==> config.mk <==
export PLATFORM = sky130hd
export DESIGN_NAME = turn_timer_fsm_flat
export DESIGN_NICKNAME = d
export VERILOG_FILES = /design/src/rtl/turn_timer_fsm_pkg.sv /design/src/rtl/turn_timer_fsm_if.sv /design/src/rtl/turn_timer_fsm_rise_detect.sv /design/src/rtl/turn_timer_fsm.sv /design/src/flat_wrapper.sv
export SDC_FILE = /design/constraint.sdc
export NUM_CORES = 1
export LEC_CHECK = 0
export BUFFER_PORTS_ARGS = -buffer_cell sky130_fd_sc_hd__buf_2
export CAP_MARGIN = 20
export CORE_MARGIN = 2
export CORE_UTILIZATION = 48
export DETAILED_ROUTE_END_ITERATION = 8
export PLACE_DENSITY = 0.82
export SYNTH_ARGS = -nofsm -noshare
export SYNTH_HDL_FRONTEND = slang
export SYNTH_SLANG_ARGS = --single-unit
==> constraint.sdc <==
create_clock -name clk -period 2.1 [get_ports clk]
set_clock_uncertainty 0.05 [all_clocks]
set_input_delay 0.105 -clock clk [delete_from_list [all_inputs] [get_ports clk]]
set_output_delay 0.105 -clock clk [all_outputs]
set_load 0.05 [all_outputs]
==> src/rtl/turn_timer_fsm_pkg.sv <==
// Shared types and defaults for the battleship turn controller.
// Keeps the state encoding in one place so other game blocks can decode it.
package turn_timer_fsm_pkg;

    typedef enum logic [2:0] {
        StIdle   = 3'd0,
        StArm    = 3'd1,
        StRun    = 3'd2,
        StSwitch = 3'd3,
        StDone   = 3'd4
    } state_e;

    localparam logic [3:0] DefaultTimeout  = 4'd12;
    localparam logic [7:0] DefaultMaxTurns = 8'd8;

    // Next turn index, used for the end-of-game decision in SWITCH.
    function automatic logic [7:0] next_turn(input logic [7:0] turns);
        return turns + 8'd1;
    endfunction

endpackage

==> src/rtl/turn_timer_fsm_if.sv <==
// Game-side signal bundle of the turn controller.
// The master drives start/fire/count (player and timer side); the slave is the controller.
interface turn_timer_fsm_if;
    logic       start;
    logic       fire;
    logic [3:0] count;
    logic       cnt_rst;
    logic       player;
    logic       shot_valid;
    logic       timeout;
    logic [7:0] turns;
    logic       game_over;

    modport master (
        output start, fire, count,
        input  cnt_rst, player, shot_valid, timeout, turns, game_over
    );

    modport slave (
        input  start, fire, count,
        output cnt_rst, player, shot_valid, timeout, turns, game_over
    );
endinterface

==> src/rtl/turn_timer_fsm_rise_detect.sv <==
// Rising-edge detector for a debounced button level.
// The register always tracks the input, so a held button never re-triggers.
module turn_timer_fsm_rise_detect (
    input  logic clk,
    input  logic rst,
    input  logic level,
    output logic rise
);
    logic level_q;

    always_ff @(posedge clk or negedge rst) begin
        if (!rst) begin
            level_q <= 1'b0;
        end else begin
            level_q <= level;
        end
    end

    assign rise = level & ~level_q;
endmodule

==> src/rtl/turn_timer_fsm.sv <==
// Battleship turn controller: times each turn with an external up_counter,
// ends it on a shot or a timeout, alternates players and stops after MAX_TURNS.
module turn_timer_fsm
    import turn_timer_fsm_pkg::*;
#(
    parameter logic [3:0] TIMEOUT   = DefaultTimeout,
    parameter logic [7:0] MAX_TURNS = DefaultMaxTurns
) (
    input  logic              clk,
    input  logic              rst,
    turn_timer_fsm_if.slave   bus
);
    state_e     state_q, state_d;
    logic       player_q, player_d;
    logic [7:0] turns_q, turns_d;
    logic       fire_rise;

    turn_timer_fsm_rise_detect u_fire_rise (
        .clk   (clk),
        .rst   (rst),
        .level (bus.fire),
        .rise  (fire_rise)
    );

    always_ff @(posedge clk or negedge rst) begin
        if (!rst) begin
            state_q  <= StIdle;
            player_q <= 1'b0;
            turns_q  <= 8'd0;
        end else begin
            state_q  <= state_d;
            player_q <= player_d;
            turns_q  <= turns_d;
        end
    end

    always_comb begin
        state_d        = state_q;
        player_d       = player_q;
        turns_d        = turns_q;
        bus.cnt_rst    = 1'b0;
        bus.shot_valid = 1'b0;
        bus.timeout    = 1'b0;
        bus.game_over  = 1'b0;

        unique case (state_q)
            StIdle: begin
                if (bus.start) begin
                    state_d  = StArm;
                    turns_d  = 8'd0;
                    player_d = 1'b0;
                end
            end
            StArm: begin
                state_d = StRun;
            end
            StRun: begin
                bus.cnt_rst = 1'b1;
                // A shot in the very cycle the timer expires still counts as a shot.
                if (fire_rise) begin
                    bus.shot_valid = 1'b1;
                    state_d        = StSwitch;
                end else if (bus.count == TIMEOUT) begin
                    bus.timeout = 1'b1;
                    state_d     = StSwitch;
                end
            end
            StSwitch: begin
                turns_d = next_turn(turns_q);
                if (next_turn(turns_q) == MAX_TURNS) begin
                    state_d = StDone;
                end else begin
                    player_d = ~player_q;
                    state_d  = StArm;
                end
            end
            StDone: begin
                bus.game_over = 1'b1;
                if (bus.start) begin
                    state_d  = StArm;
                    turns_d  = 8'd0;
                    player_d = 1'b0;
                end
            end
            default: begin
                state_d = StIdle;
            end
        endcase
    end

    assign bus.player = player_q;
    assign bus.turns  = turns_q;
endmodule

==> src/flat_wrapper.sv <==
// flat-port wrapper written by rule: the top's interface ports become plain ports
module turn_timer_fsm_flat import turn_timer_fsm_pkg::*;
#(
    parameter logic [3:0] TIMEOUT   = DefaultTimeout,
    parameter logic [7:0] MAX_TURNS = DefaultMaxTurns
)
  (clk, rst, bus_start, bus_fire, bus_count, bus_cnt_rst, bus_player, bus_shot_valid, bus_timeout, bus_turns, bus_game_over);
  turn_timer_fsm_if bus_i ();
  input  logic clk;
  input  logic rst;
  input wire logic [$bits(bus_i.start)-1:0] bus_start;
  input wire logic [$bits(bus_i.fire)-1:0] bus_fire;
  input wire logic [$bits(bus_i.count)-1:0] bus_count;
  output wire logic [$bits(bus_i.cnt_rst)-1:0] bus_cnt_rst;
  output wire logic [$bits(bus_i.player)-1:0] bus_player;
  output wire logic [$bits(bus_i.shot_valid)-1:0] bus_shot_valid;
  output wire logic [$bits(bus_i.timeout)-1:0] bus_timeout;
  output wire logic [$bits(bus_i.turns)-1:0] bus_turns;
  output wire logic [$bits(bus_i.game_over)-1:0] bus_game_over;
  assign bus_i.start = bus_start;
  assign bus_i.fire = bus_fire;
  assign bus_i.count = bus_count;
  assign bus_cnt_rst = bus_i.cnt_rst;
  assign bus_player = bus_i.player;
  assign bus_shot_valid = bus_i.shot_valid;
  assign bus_timeout = bus_i.timeout;
  assign bus_turns = bus_i.turns;
  assign bus_game_over = bus_i.game_over;
  turn_timer_fsm #(.TIMEOUT(TIMEOUT), .MAX_TURNS(MAX_TURNS)) u_core (.clk(clk), .rst(rst), .bus(bus_i));
endmodule
; ---- Word-level counts from Yosys, hierarchy flattened
; Index checks and enable logic that the tools add are counted.
; W data, S select, Z words.
[totals]
ff_bits = 13
[op_classes]
eq_ne = 9
n_addsub = 1
n_bitwise = 3
reduce_logical = 6
n_mux = 17
[op_table]
columns = op, n
row1 = $pmux W8 S2, 1
row2 = $mux W3, 4
row3 = $pmux W3 S4, 1
row4 = $mux W1, 9
row5 = $add A8 B1 Y8 const B, 1
row6 = $eq A8 B4 Y1 const B, 1
row7 = $mux W8, 1
row8 = $eq A3 B2 Y1 const B, 2
row9 = $eq A4 B4 Y1 const B, 1
row10 = $reduce_and A2 Y1, 2
row11 = $eq A3 B1 Y1 const B, 1
row12 = $eq A3 B3 Y1 const B, 1
row13 = $logic_not A3 Y1, 1
row14 = $ne A3 B1 Y1 const B, 1
row15 = $reduce_and A3 Y1, 1
row16 = $ne A2 B1 Y1 const B, 1
row17 = $ne A2 B2 Y1 const B, 1
row18 = $not A1 Y1, 2
row19 = $pmux W1 S2, 1
row20 = $reduce_bool A2 Y1, 1
row21 = $reduce_or A2 Y1, 1
row22 = $and A1 B1 Y1, 1

; ---- Logic depth before layout (Yosys ltp)
; Gate-level depths: netlist of run 1.
[logic_depth]
ltp_word = 4
mapped_depth = 6

; ---- Cells and area by module
; Synthesis of run 1 repeated with hierarchy kept, for this count alone.
[hier_totals]
hier_cells = 83
hier_area_um2 = 769.5
[modules_own_cells]
columns = mod, cells_per_inst, area_per_inst_um2, seq_area_each_um2, n_inst
row1 = turn_timer_fsm, 81, 730.7, 300.3, 1
row2 = turn_timer_fsm_rise_detect, 2, 38.8, 25.0, 1

; ---- Worst setup path after synthesis of run 1
; No wires, ideal clock.
[synth_path]
path_type = register to output
startpoint = register u_core.state_q[2]
endpoint = output port bus_timeout
path_stages_with_launch = 3
slack_ps = -148
required_ps = 1945
n_path_buf = 0
arrival_time_ps = 2093
cell_sequence = dfrtp_1 nand2b_1 nor4_1
[synth_between]
elab_chain_cells = 2
[synth_rtl]
columns = element, line
row1 = "start, declared", turn_timer_fsm.sv:13  ; state_e state_q, state_d;
row2 = "start signal, assigned", turn_timer_fsm.sv:27  ; state_q <= StIdle;
row3 = "start signal, assigned", turn_timer_fsm.sv:31  ; state_q <= state_d;
row4 = $eq A3 B2 Y1, turn_timer_fsm.sv:46  ; unique case (state_q)
row5 = $mux W1, turn_timer_fsm.sv:46
row6 = "end, declared", flat_wrapper.sv:17  ; output wire logic [$bits(bus_i.timeout)-1:0] bus_timeout;
; Every way passes these cells.

; ---- Worst setup path in the final report of run 1
[layout_path]
startpoint = register u_core.turns_q[1], in the netlist u_core.bus.turns[1]
endpoint = register u_core.state_q[0]
[layout_between]
elab_chain_cells = 4
[layout_rtl]
columns = element, line
row1 = "start, declared", turn_timer_fsm.sv:15  ; logic [7:0] turns_q, turns_d;
row2 = "start signal, assigned", turn_timer_fsm.sv:33  ; turns_q <= turns_d;
row3 = $add A8 B1 Y8, turn_timer_fsm_pkg.sv:18  ; return turns + 8'd1;
row4 = $eq A8 B4 Y1, turn_timer_fsm.sv:70  ; if (next_turn(turns_q) == MAX_TURNS) begin
row5 = $mux W3, turn_timer_fsm.sv:70
row6 = $pmux W3 S4, turn_timer_fsm.sv:46
; Every way passes these cells.
; A chain may end at the register's enable or synchronous reset.

==> results of run 1 <==
-- cells in the final DEF (no fill, tap or decap), types with 2 or more instances in the layout --
cell	netlist	final
sky130_fd_sc_hd__dfrtp_1	13	13
sky130_fd_sc_hd__a22o_1	2	2
sky130_fd_sc_hd__nand2_1	9	9
sky130_fd_sc_hd__xor2_1	2	2
sky130_fd_sc_hd__nand3_1	7	7
sky130_fd_sc_hd__o21ai_0	7	7
sky130_fd_sc_hd__nor2_1	7	7
sky130_fd_sc_hd__dlygate4sd3_1	0	2
sky130_fd_sc_hd__clkbuf_4	0	3
sky130_fd_sc_hd__nor2b_1	2	2
sky130_fd_sc_hd__a21oi_1	2	2
sky130_fd_sc_hd__buf_2	2	20
-- cell type report --
| class | instances | area (um^2) | area share |
|---|---|---|---|
| repair buffers | 22 | 120 | 0.138 |
| inverters | 1 | 3.75 | 0.00430 |
| flip-flops and latches | 13 | 325 | 0.372 |
| multi-input cells | 58 | 379 | 0.434 |
| clock buffers | 4 | 26.3 | 0.0301 |
| well taps | 15 | 18.8 | 0.0215 |
-- state kept, by name (all words and copies together), names as in the netlist --
signal / flops
u_core.bus.player: 1
u_core.u_fire_rise.level_q: 1
u_core.state_q: 3
u_core.bus.turns: 8
-- power groups by stage --
stage          clock network, uW  logic, uW  registers [uW]
5_1_grt                      175        708             474
6_report                     157        658             459
4_1_cts                      161        662             457
3_5_place_dp                   0        657             463
2_1_floorplan                  0        351             620
3_3_place_gp                   0        644             455
-- path summary, 6_finish.rpt --
| kind | start | endpoint | slack (ps) | depth (start not counted) |
|---|---|---|---|---|
| worst max-delay path | u_core.bus.turns[1] | u_core.state_q[0] | 430 | 5 |
| worst min-delay path | bus_start | u_core.state_q[2] | 40 | 2 |
| worst max register to register | u_core.bus.turns[1] | u_core.state_q[0] | 430 | 5 |
| worst min register to register | u_core.state_q[2] | u_core.state_q[1] | 440 | 1 |
| max in group asynchronous | rst | u_core.bus.turns[7] | 1570 | 2 |
| min in group asynchronous | rst | u_core.bus.turns[3] | 190 | 2 |
-- through the flow --
stage / util / hold slack [ps] / area, um^2 / std cells / setup slack (ps)
2_1_floorplan: - / -241 / 718 / 74 / 161
3_3_place_gp: 0.613 / -44.3 / 827 / 107 / 484
3_5_place_dp: 0.613 / -39.9 / 827 / 107 / 425
4_1_cts: 0.647 / 34.5 / 873 / 113 / 420
5_1_grt: 0.647 / 45.2 / 873 / 113 / 244
6_report: 0.647 / 39.2 / 873 / 113 / 425
-- logic make-up (layout without fill, tap and decap cells) --
family,count (synthesis),in the layout,share of synthesized area
AO/OA/AOI/OAI,18,18,0.179
XOR/XNOR,3,3,0.0369
adder cells (fa/ha/maj),1,1,0.0176
buffers and inverters,3,27,0.0193
flip-flops,13,13,0.457
multiplexers,1,1,0.0158
AND/OR/NAND/NOR,35,35,0.274
-- metal layers --
| layer | global-route usage | part of all wire | up-vias |
|---|---|---|---|
| met5 | 0 | 0 | - |
| met4 | 0.106 | 0.019 | 0 |
| met3 | 0.0431 | 0.028 | 4 |
| met2 | 0.292 | 0.50 | 9 |
| met1 | 0.263 | 0.46 | 319 |
| li1 | - | - | 312 |
==> summary.md, run 1 <==
| Metric | Value |
|---|---|
| Highest net fanout along the worst path | `6` |
| Static Leakage | `0.000436 uW` |
| Count of final max-slew check failures | `0` |
| Number of buffers created by CTS | `3` |
| Achievable frequency | `597 MHz` |
| Hold Fails Final Rpt | `0` |
| Post-synthesis async set-or-reset flop share | `1.00` |
| Remaining design rule violation count | `0` |
| DP HPWL | `1.11 mm` |
| Clock tree from TritonCTS | `yes` |
| Antenna Violating Nets Remaining | `0` |
| Initial antenna violation count | `0` |
| Cells along the critical path | `ha_1, nand2_1, nor4_1, nand3_1, a22o_1` |
| Total wire length after detailed routing | `~1.6 mm` |
| Final setup violation count | `0` |
| Proportion of layout cells with a drive suffix above 1 | `0.306` |
| Slowest library cell on the worst path | `sky130_fd_sc_hd__dfrtp_1` |
| Number of standard cells after synthesis | `74` |
| Die outline width | `42.5 um` |
| Count of different cell masters after synthesis | `30` |
| Drt via density | `5.70` |
| Setup repair after global routing missed its margin | `no` |
| Clock network fraction of design power | `0.123` |
| Net total in the final layout | `108` |
| H-tree depth | `1` |
| Buffers plus inverters on the worst setup path | `0` |
| Data arrival at the endpoint of the critical path | `1800 ps` |
| Synth Net Count | `83` |
| Combinational share of power | `0.517` |
| Deepest clock path buffer count | `2` |
| Area Overhead vs Synth | `22.7%` |
| Quantity of gates resized following cts | `0` |
| First-pass DRT Iterations | `4` |
| Leading cell types by total area after synthesis | `sky130_fd_sc_hd__dfrtp_1, sky130_fd_sc_hd__nand3_1, sky130_fd_sc_hd__o21ai_0` |
| Endpoint type of the worst setup path | `flop` |
| Data required time of the critical path | `2220 ps` |
| Count of hold buffers inserted by post-cts repair | `2` |
| Die Height | `about 43 um` |
| Worst ir drop on vdd | `0.934 mV` |
| Post-layout minimum cycle time | `1670 ps` |
| Dominant synthesized flop cell | `sky130_fd_sc_hd__dfrtp_1` |
| Total power | `1270 uW` |
| Pin count of the biggest net entering global routing | `14` |
| Number of vias after detailed routing | `roughly 640` |
| Number of placed I/O pins | `21` |
| CP top delay family | `simple AND/OR/NAND/NOR gates` |
| Overall Global Routing Usage | `0.196` |
| Critical setup path kind | `flop to flop` |
| Warning count from the yosys run | `0` |
| Internal Pwr Total | `599 uW` |
| Die ar. | `0.00181 mm^2` |
| Global-route wire length before repair | `roughly 2.7 mm` |
| Average size of a mapped cell | `9.62 um^2` |
| Most frequent cell after synthesis | `sky130_fd_sc_hd__dfrtp_1` |
| Remaining global-route overflow | `0` |
| Violation count after the first detailed-routing iteration | `13` |
| Run status | `finished, final reports clean` |
| Sequential cell fraction of total power | `0.360` |
| Clock latency of the later-clocked register in the worst-skew pair | `280 ps` |
| Vias in the first global route | `579` |
| Worst hold path class | `primary input to flop` |
| Count of standard-cell rows | `13` |
| Final Wtd Congestion | `0.746` |
| Initial standard-cell utilization of the core | `0.527` |
| N_diodes | `0` |
| Number of enable-type register cells in the synthesized netlist | `0` |
| Area fraction of the dominant cell type after synthesis | `0.457` |
| Type of element launching the critical path | `flop` |
| Transition at the pin with the smallest max-transition slack | `~430 ps` |
| Buffer count from post-CTS setup fixing | `0` |
| Filler Cell Count | `117` |
| Wire per inst | `13.7 um` |
| Total number of clock tree sinks | `13` |
| Clock tree root driver cell | `sky130_fd_sc_hd__clkbuf_4` |
| Sw Ratio | `0.529` |
| PortBufs | `20` |
| Sum of negative setup slack | `0 ps` |
| Total of flip-flops plus latches after synthesis | `13` |
| Number of max-cap violations | `0` |
| Area of the mapped netlist | `712 um^2` |
| Part of the Yosys area used for sequential elements | `0.457` |
| Core area | `between 0.001 and 0.0015 mm^2` |
| Largest area contributor in the synthesized netlist | `sky130_fd_sc_hd__dfrtp_1` |
| Final critical-path share of the clock period | `0.797` |
| Relative slew slack | `0.714` |
| Leading cell types by count after synthesis | `sky130_fd_sc_hd__dfrtp_1, sky130_fd_sc_hd__nand2_1, sky130_fd_sc_hd__nand3_1, sky130_fd_sc_hd__nor2_1, sky130_fd_sc_hd__o21ai_0` |
| Switching Power | `roughly 670 uW` |
| Largest incremental delay on the critical path | `480 ps` |
| Reg clk slew, reported paths | `80 ps` |
| Total power divided by cell area | `1460 mW/mm^2` |
(Power assumes the default switching activity.)
==> run 2, diff against run 1 <==
- clock period: 2.1 -> 1.65 ns (I/O delays scaled with it)
==> summary.md, run 2 (synthesized netlist as in run 1, its figures left out) <==
| Metric | Value |
|---|---|
| Switching Power | `879 uW (+30%)` |
| Initial standard-cell utilization of the core | `0.527 (unchanged)` |
| H-tree depth | `1 (unchanged)` |
| Total number of clock tree sinks | `13 (unchanged)` |
| Core area | `0.00135 mm^2 (unchanged)` |
| Vias in the first global route | `611 (+5.5%)` |
| Worst hold path class | `primary input to flop` |
| Highest net fanout along the worst path | `8 (+2)` |
| Core Util, Final | `0.671 (+0.0241)` |
| Remaining global-route overflow | `0 (unchanged)` |
| Endpoint type of the worst setup path | `output port` |
| Post-layout minimum cycle time | `1570 ps` |
| Pin count of the biggest net entering global routing | `14 (unchanged)` |
| Worst slack, placed | `139 ps (-286 ps)` |
| Wire length on met1 | `728 um (+2.7%)` |
| Clock tree root driver cell | `sky130_fd_sc_hd__clkbuf_4` |
| Sequential cell fraction of total power | `0.357 (-0.003)` |
| Cells along the critical path | `nor2_2, nand2_1, inv_1, buf_2` |
| Clock latency of the later-clocked register in the worst-skew pair | `280 ps (about the same)` |
| Relative slew slack | `0.759 (+0.0449)` |
| Type of element launching the critical path | `flop` |
| Internal Pwr Total | `803 uW (+34%)` |
| Data arrival at the endpoint of the critical path | `1440 ps (-360 ps)` |
| Number of placed I/O pins | `21 (unchanged)` |
| Post-layout instance area | `906 um^2 (+3.7%)` |
| Number of vias after detailed routing | `646 (+0.31%)` |
| Count of final max-slew check failures | `0 (unchanged)` |
| Sw Ratio | `0.523 (-0.00681)` |
| Sum of negative setup slack | `0 ps (unchanged)` |
| Achievable frequency | `approximately 640 MHz` |
| First-pass DRT Iterations | `4 (unchanged)` |
| Clock network fraction of design power | `0.120 (-0.003)` |
| Reg-to-reg slack, setup | `120 ps (-310 ps)` |
| Remaining design rule violation count | `0 (unchanged)` |
| Most common library cell in the layout ignoring fill and taps | `sky130_fd_sc_hd__buf_2` |
| N_diodes | `0 (unchanged)` |
| Largest incremental delay on the critical path | `510 ps (+30 ps)` |
| Detailed route wirelength on metal3 | `65 um (+48%)` |
| Final critical-path share of the clock period | `0.953` |
| Number of flip-flops under the largest register name | `8 (unchanged)` |
| Count of standard-cell rows | `13 (unchanged)` |
| Drt via density | `5.62 (-1.4%)` |
| Net total in the final layout | `110 (+1.9%)` |
| Clock tree from TritonCTS | `yes` |
| Final Wtd Congestion | `0.801 (+7.3%)` |
| Data required time of the critical path | `1520 ps (-700 ps)` |
| Overall Global Routing Usage | `0.188 (-0.00804)` |
| Combinational share of power | `0.523 (+0.006)` |
| Hold Fails Final Rpt | `0 (unchanged)` |
| Transition at the pin with the smallest max-transition slack | `362 ps (-63.5 ps)` |
| Worst ir drop on vdd | `1.02 mV (+9.1%)` |
| Run status | `finished, final reports clean` |
| Final setup violation count | `0 (unchanged)` |
| PortBufs | `20 (unchanged)` |
| Die ar. | `0.00181 mm^2 (unchanged)` |
| Most frequent cells in the layout | `sky130_fd_sc_hd__buf_2, sky130_fd_sc_hd__nand2_1, sky130_fd_sc_hd__dfrtp_1` |
| Static Leakage | `0.000441 uW (+1.3%)` |
| Area Overhead vs Synth | `27.2%` |
| Total met2 wirelength after detailed routing | `758 um (-1.4%)` |
| Violation count after the first detailed-routing iteration | `9 (-4)` |
| Die outline width | `42.5 um (unchanged)` |
| Total power divided by cell area | `1860 mW/mm^2 (+27%)` |
| Setup repair after global routing missed its margin | `no` |
| Number of cells on the worst hold path | `2 (unchanged)` |
| Deepest clock path buffer count | `2 (unchanged)` |
| Setup slack of the critical path after layout | `77.7 ps (-348 ps)` |
| Global-route wire length before repair | `2.53 mm (-5.2%)` |
| Topmost layer with routed signal wires | `met4` |
| FF-to-FF path depth | `5 (unchanged)` |
| Critical setup path kind | `flop to output port` |
| Startpoint of the lowest-slack register-to-register path | `u_core.bus.turns[0]` |
| Proportion of layout cells with a drive suffix above 1 | `0.400 (+0.0939)` |
| Number of max-cap violations | `0 (unchanged)` |
| FF+latch area | `330 um^2 (+1.5%)` |
| Slowest library cell on the worst path | `sky130_fd_sc_hd__dfrtp_1` |
| Wire per inst | `13.8 um (+0.35%)` |
| Footprint of the multi-input gates | `392 um^2 (+3.3%)` |
| DP HPWL | `1.20 mm (+8.1%)` |
| Die Height | `42.5 um (unchanged)` |
| Reg clk slew, reported paths | `80 ps (about the same)` |
| Initial antenna violation count | `0 (unchanged)` |
| Hold-critical path endpoint | `u_core.state_q[2]` |
| Filler Cell Count | `128 (+9.4%)` |
| Worst flop-to-flop path endpoint | `u_core.state_q[0]` |
| Total wire length after detailed routing | `1.59 mm (+2.1%)` |
| Dpl cell area | `857 um^2 (+3.6%)` |
| Hold path startpoint | `bus_start` |
| Antenna Violating Nets Remaining | `0 (unchanged)` |
| Number of buffers created by CTS | `3 (unchanged)` |
==> run 2: cell types whose count changed in the layout (fill, tap and decap cells not counted), sizes merged <==
cell | before | now
buf | 20 | 22
==> run 2: stage by stage <==
step                hold slack [ps]  total power (uW)  instances
floorplan                      -263              1250         74
global placement              -68.2              1450        109
detailed placement            -73.2              1480        109
CTS                            17.8              1690        115
global route                   44.0              1770        115
finish                         12.3              1680        115
==> run 2: layer usage <==
layer / track usage / up-vias
met5: 0 / -
met4: 0.119 / 0
met3: 0.0388 / 5
met2: 0.292 / 16
met1: 0.236 / 308
li1: - / 317
==> run 2: power by group through the flow <==
stage,Sequential (uW),Combinational [uW],Clock [uW]
2_1_floorplan,800,454,0
3_5_place_dp,604,879,0
5_1_grt,622,937,211
3_3_place_gp,590,861,0
4_1_cts,601,885,201
6_report,601,879,202
==> run 2: critical path, delay by kind of cell (launching register included) <==
| kind | cells | cell delay, ps |
|---|---|---|
| buf+inv | 2 | 300 |
| simple gates | 2 | 350 |
| flops | 1 | 510 |
==> run 2: how the worst max path moves through the flow <==
| stage | from | cells past startpoint | endpoint | slack, ps |
|---|---|---|---|---|
| floorplan | u_core.state_q[2] | 2 | bus_timeout | -30 |
| global placement | u_core.bus.turns[0] | 5 | u_core.state_q[0] | 200 |
| detailed placement | u_core.bus.turns[1] | 5 | u_core.state_q[0] | 140 |
| CTS | u_core.state_q[2] | 3 | bus_timeout | 80 |
| global route | u_core.state_q[2] | 3 | bus_timeout | 10 |
| finish | u_core.state_q[0] | 4 | bus_game_over | 80 |
==> run 2: repair_timing <==
| action | 4_1_cts | 5_1_grt |
|---|---|---|
| gates resized for setup | 1 | 0 |
| hold buffers | 2 | 0 |
| endpoints found under the setup margin | 1 | 0 |
| buffers inserted | 0 | 0 |
| hold endpoints to repair | 14 | 0 |
==> run 2: layout make-up <==
cell class,count,area share
Timing Repair Buffer,24,0.149
Sequential cell,13,0.365
Multi-Input combinational cell,58,0.432
Inverter,1,0.00414
Clock buffer,4,0.0290
Tap cell,15,0.0207
==> run 3, diff against run 2 <==
- ABC_AREA: unset -> 1
- CORE_UTILIZATION: 48 -> 50
- PLACE_DENSITY: 0.82 -> 0.84
==> summary.md, run 3 <==
| Metric | Value |
|---|---|
| Number of flip-flops under the largest register name | `8 (unchanged)` |
| Highest net fanout along the worst path | `4 (-4)` |
| Combinational share of power | `0.604 (+0.081)` |
| Area Overhead vs Synth | `26.3%` |
| Clock tree from TritonCTS | `yes` |
| Count of standard-cell rows | `14 (+1)` |
| Net total in the final layout | `137 (+25%)` |
| Die Height | `43.5 um (+2.4%)` |
| Type of element launching the critical path | `flop` |
| Transition at the pin with the smallest max-transition slack | `325 ps (-36.4 ps)` |
| Internal Pwr Total | `902 uW (+12%)` |
| Die ar. | `0.00189 mm^2 (+4.8%)` |
| Data arrival at the endpoint of the critical path | `1400 ps (-40 ps)` |
| Relative slew slack | `0.783 (+0.0242)` |
| First-pass DRT Iterations | `4 (unchanged)` |
| Most frequent cells in the layout | `sky130_fd_sc_hd__nand2_1, sky130_fd_sc_hd__buf_2, sky130_fd_sc_hd__nor2_1` |
| Dominant synthesized flop cell | `sky130_fd_sc_hd__dfrtp_1` |
| Largest area contributor in the synthesized netlist | `sky130_fd_sc_hd__dfrtp_1` |
| Remaining design rule violation count | `0 (unchanged)` |
| Drt via density | `5.10 (-9.1%)` |
| Number of placed I/O pins | `21 (unchanged)` |
| Total number of clock tree sinks | `13 (unchanged)` |
| Count of final max-slew check failures | `0 (unchanged)` |
| Total of flip-flops plus latches after synthesis | `13 (unchanged)` |
| N_diodes | `0 (unchanged)` |
| DP Cell Count | `137 (+26%)` |
| FF-to-FF path depth | `9 (+4)` |
| Data required time of the critical path | `1520 ps (about the same)` |
| Overall Global Routing Usage | `0.195 (+0.00658)` |
| Hold Fails Final Rpt | `0 (unchanged)` |
| Antenna Violating Nets Remaining | `0 (unchanged)` |
| Average size of a mapped cell | `7.81 um^2 (-19%)` |
| Leading cell types by total area after synthesis | `sky130_fd_sc_hd__dfrtp_1, sky130_fd_sc_hd__nand2_1, sky130_fd_sc_hd__nor2_1` |
| Count of different cell masters after synthesis | `23 (-23%)` |
| Clock tree root driver cell | `sky130_fd_sc_hd__clkbuf_4` |
| Violation count after the first detailed-routing iteration | `11 (+2)` |
| Sequential cell fraction of total power | `0.301 (-0.056)` |
| Switching Power | `1200 uW (+37%)` |
| Clock latency of the later-clocked register in the worst-skew pair | `270 ps (about the same)` |
| Number of buffers created by CTS | `3 (unchanged)` |
| Most frequent cell after synthesis | `sky130_fd_sc_hd__nand2_1` |
| Total power divided by cell area | `2130 mW/mm^2 (+15%)` |
| Number of max-cap violations | `0 (unchanged)` |
| Cells along the critical path | `nor3_4, nand2_1, nor2_1, clkbuf_4` |
| Reg clk slew, reported paths | `80 ps (about the same)` |
| Core area | `0.00149 mm^2 (+10%)` |
| Sw Ratio | `0.571 (+0.0482)` |
| Area of the mapped netlist | `781 um^2 (+9.7%)` |
| Setup slack of the critical path after layout | `119 ps (+40.9 ps)` |
| Final setup violation count | `0 (unchanged)` |
| Startpoint of the lowest-slack register-to-register path | `u_core.bus.turns[0]` |
| Achievable frequency | `653 MHz (+2.7%)` |
| H-tree depth | `1 (unchanged)` |
| Final critical-path share of the clock period | `0.928 (-0.0248)` |
| Largest incremental delay on the critical path | `490 ps (-20 ps)` |
| Remaining global-route overflow | `0 (unchanged)` |
| Part of the Yosys area used for sequential elements | `0.417 (-0.0403)` |
| Post-synthesis async set-or-reset flop share | `1.00 (unchanged)` |
| Wire per inst | `11.4 um (-17%)` |
| Initial standard-cell utilization of the core | `0.524 (-0.00297)` |
| Number of enable-type register cells in the synthesized netlist | `0 (unchanged)` |
| Clock network fraction of design power | `0.095 (-0.025)` |
| Global-route wire length before repair | `2.76 mm (+9.0%)` |
| Worst flop-to-flop path endpoint | `u_core.bus.player` |
| Non-filler cells, final | `143 (+24%)` |
| Post-layout minimum cycle time | `1530 ps (-40.9 ps)` |
| Number of standard cells after synthesis | `100 (+35%)` |
| Endpoint type of the worst setup path | `output port` |
| Vias in the first global route | `684 (+12%)` |
| Worst slack, placed | `92.2 ps (-46.6 ps)` |
| Worst ir drop on vdd | `1.12 mV (+9.7%)` |
| Warning count from the yosys run | `0 (unchanged)` |
| Total power | `2100 uW (+25%)` |
| Initial antenna violation count | `0 (unchanged)` |
| Slowest library cell on the worst path | `sky130_fd_sc_hd__dfrtp_1` |
| DP HPWL | `1.23 mm (+2.9%)` |
| Run status | `finished, final reports clean` |
| Capture point of the worst path | `bus_timeout` |
| Static Leakage | `0.000477 uW (+8.1%)` |
| Final Wtd Congestion | `0.760 (-5.1%)` |
| Critical setup path kind | `flop to output port` |
| Deepest clock path buffer count | `2 (unchanged)` |
| Proportion of layout cells with a drive suffix above 1 | `0.346 (-0.0535)` |
| Most common library cell in the layout ignoring fill and taps | `sky130_fd_sc_hd__nand2_1` |
| Buffer count from post-CTS setup fixing | `0 (unchanged)` |
| Pin count of the biggest net entering global routing | `14 (unchanged)` |
| Worst setup path startpoint | `u_core.state_q[2]` |
| Worst hold slack after final layout | `166 ps (+154 ps)` |
| Worst hold path class | `primary input to async pin` |
| Leading cell types by count after synthesis | `sky130_fd_sc_hd__nand2_1, sky130_fd_sc_hd__nor2_1, sky130_fd_sc_hd__dfrtp_1, sky130_fd_sc_hd__inv_1, sky130_fd_sc_hd__nand3_1` |
| Reg-to-reg slack, setup | `120 ps (about the same)` |
| Number of vias after detailed routing | `730 (+13%)` |
| PortBufs | `20 (unchanged)` |
| Synth Net Count | `109 (+31%)` |
| Total wire length after detailed routing | `1.63 mm (+3.0%)` |
| Area fraction of the dominant cell type after synthesis | `0.417 (-0.0403)` |
| Die outline width | `43.5 um (+2.4%)` |
run 3: how the worst min path moves through the flow:
| stage | from | endpoint | slack [ps] | depth (start not counted) |
|---|---|---|---|---|
| after floorplan | rst | u_core.bus.player | -260 | 0 |
| after global placement | rst | u_core.bus.turns[2] | -70 | 1 |
| after detailed placement | rst | u_core.bus.turns[6] | -60 | 1 |
| after CTS | bus_start | u_core.state_q[2] | 170 | 4 |
| after global routing | rst | u_core.bus.turns[2] | 200 | 2 |
| final | rst | u_core.bus.turns[2] | 170 | 2 |
run 3: cell type report:
| type | instances | area (um^2) |
|---|---|---|
| Clock buffer | 4 | 26.3 |
| Fill cell | 124 | 503 |
| Inverter | 13 | 48.8 |
| Multi-Input combinational cell | 74 | 429 |
| Sequential cell | 13 | 329 |
| Tap cell | 16 | 20.0 |
| Timing Repair Buffer | 23 | 133 |
run 3: power groups by stage:
stage                     Clock, uW  Combinational, uW  Sequential, uW
final                           200               1270             633
after global routing            220               1380             654
after CTS                       203               1270             631
after detailed placement          0               1270             635
after global placement            0               1250             622
after floorplan                   0                646             965
run 3: logic make-up after synthesis:
family / synth area share
compound gates: 0.0962
flops: 0.417
simple gates: 0.409
fa+ha+maj: 0.0160
buf+inv: 0.0625
run 3: repair_timing:
action / in CTS / in global routing
setup endpoints to repair: 0 / 4
hold endpoints to repair: 14 / 0
resized for setup: 0 / 3
hold buffers: 2 / 0
run 3: worst max-delay path, delay by kind of cell, from the launching register on:
| kind | cells | cell delay (ps) |
|---|---|---|
| DFF | 1 | 490 |
| and+or+nand+nor | 3 | 400 |
| buffers and inverters | 1 | 230 |
run 3: metal layers:
metal | vias to the layer above | wire (um) | global-route usage
met2 | 27 | 763 | 0.316
met4 | 0 | 40 | 0.109
met1 | 320 | 730 | 0.248
met3 | 6 | 99 | 0.0292
li1 | 377 | - | -
met5 | - | 0 | 0
run 3: per-stage QoR:
stage / utilization / instance area, um^2 / TNS [ps]
floorplan: - / 802 / -257
global placement: 0.624 / 930 / 0
detailed placement: 0.624 / 930 / 0
CTS: 0.655 / 976 / 0
global route: 0.662 / 986 / -11.6
finish: 0.662 / 986 / 0
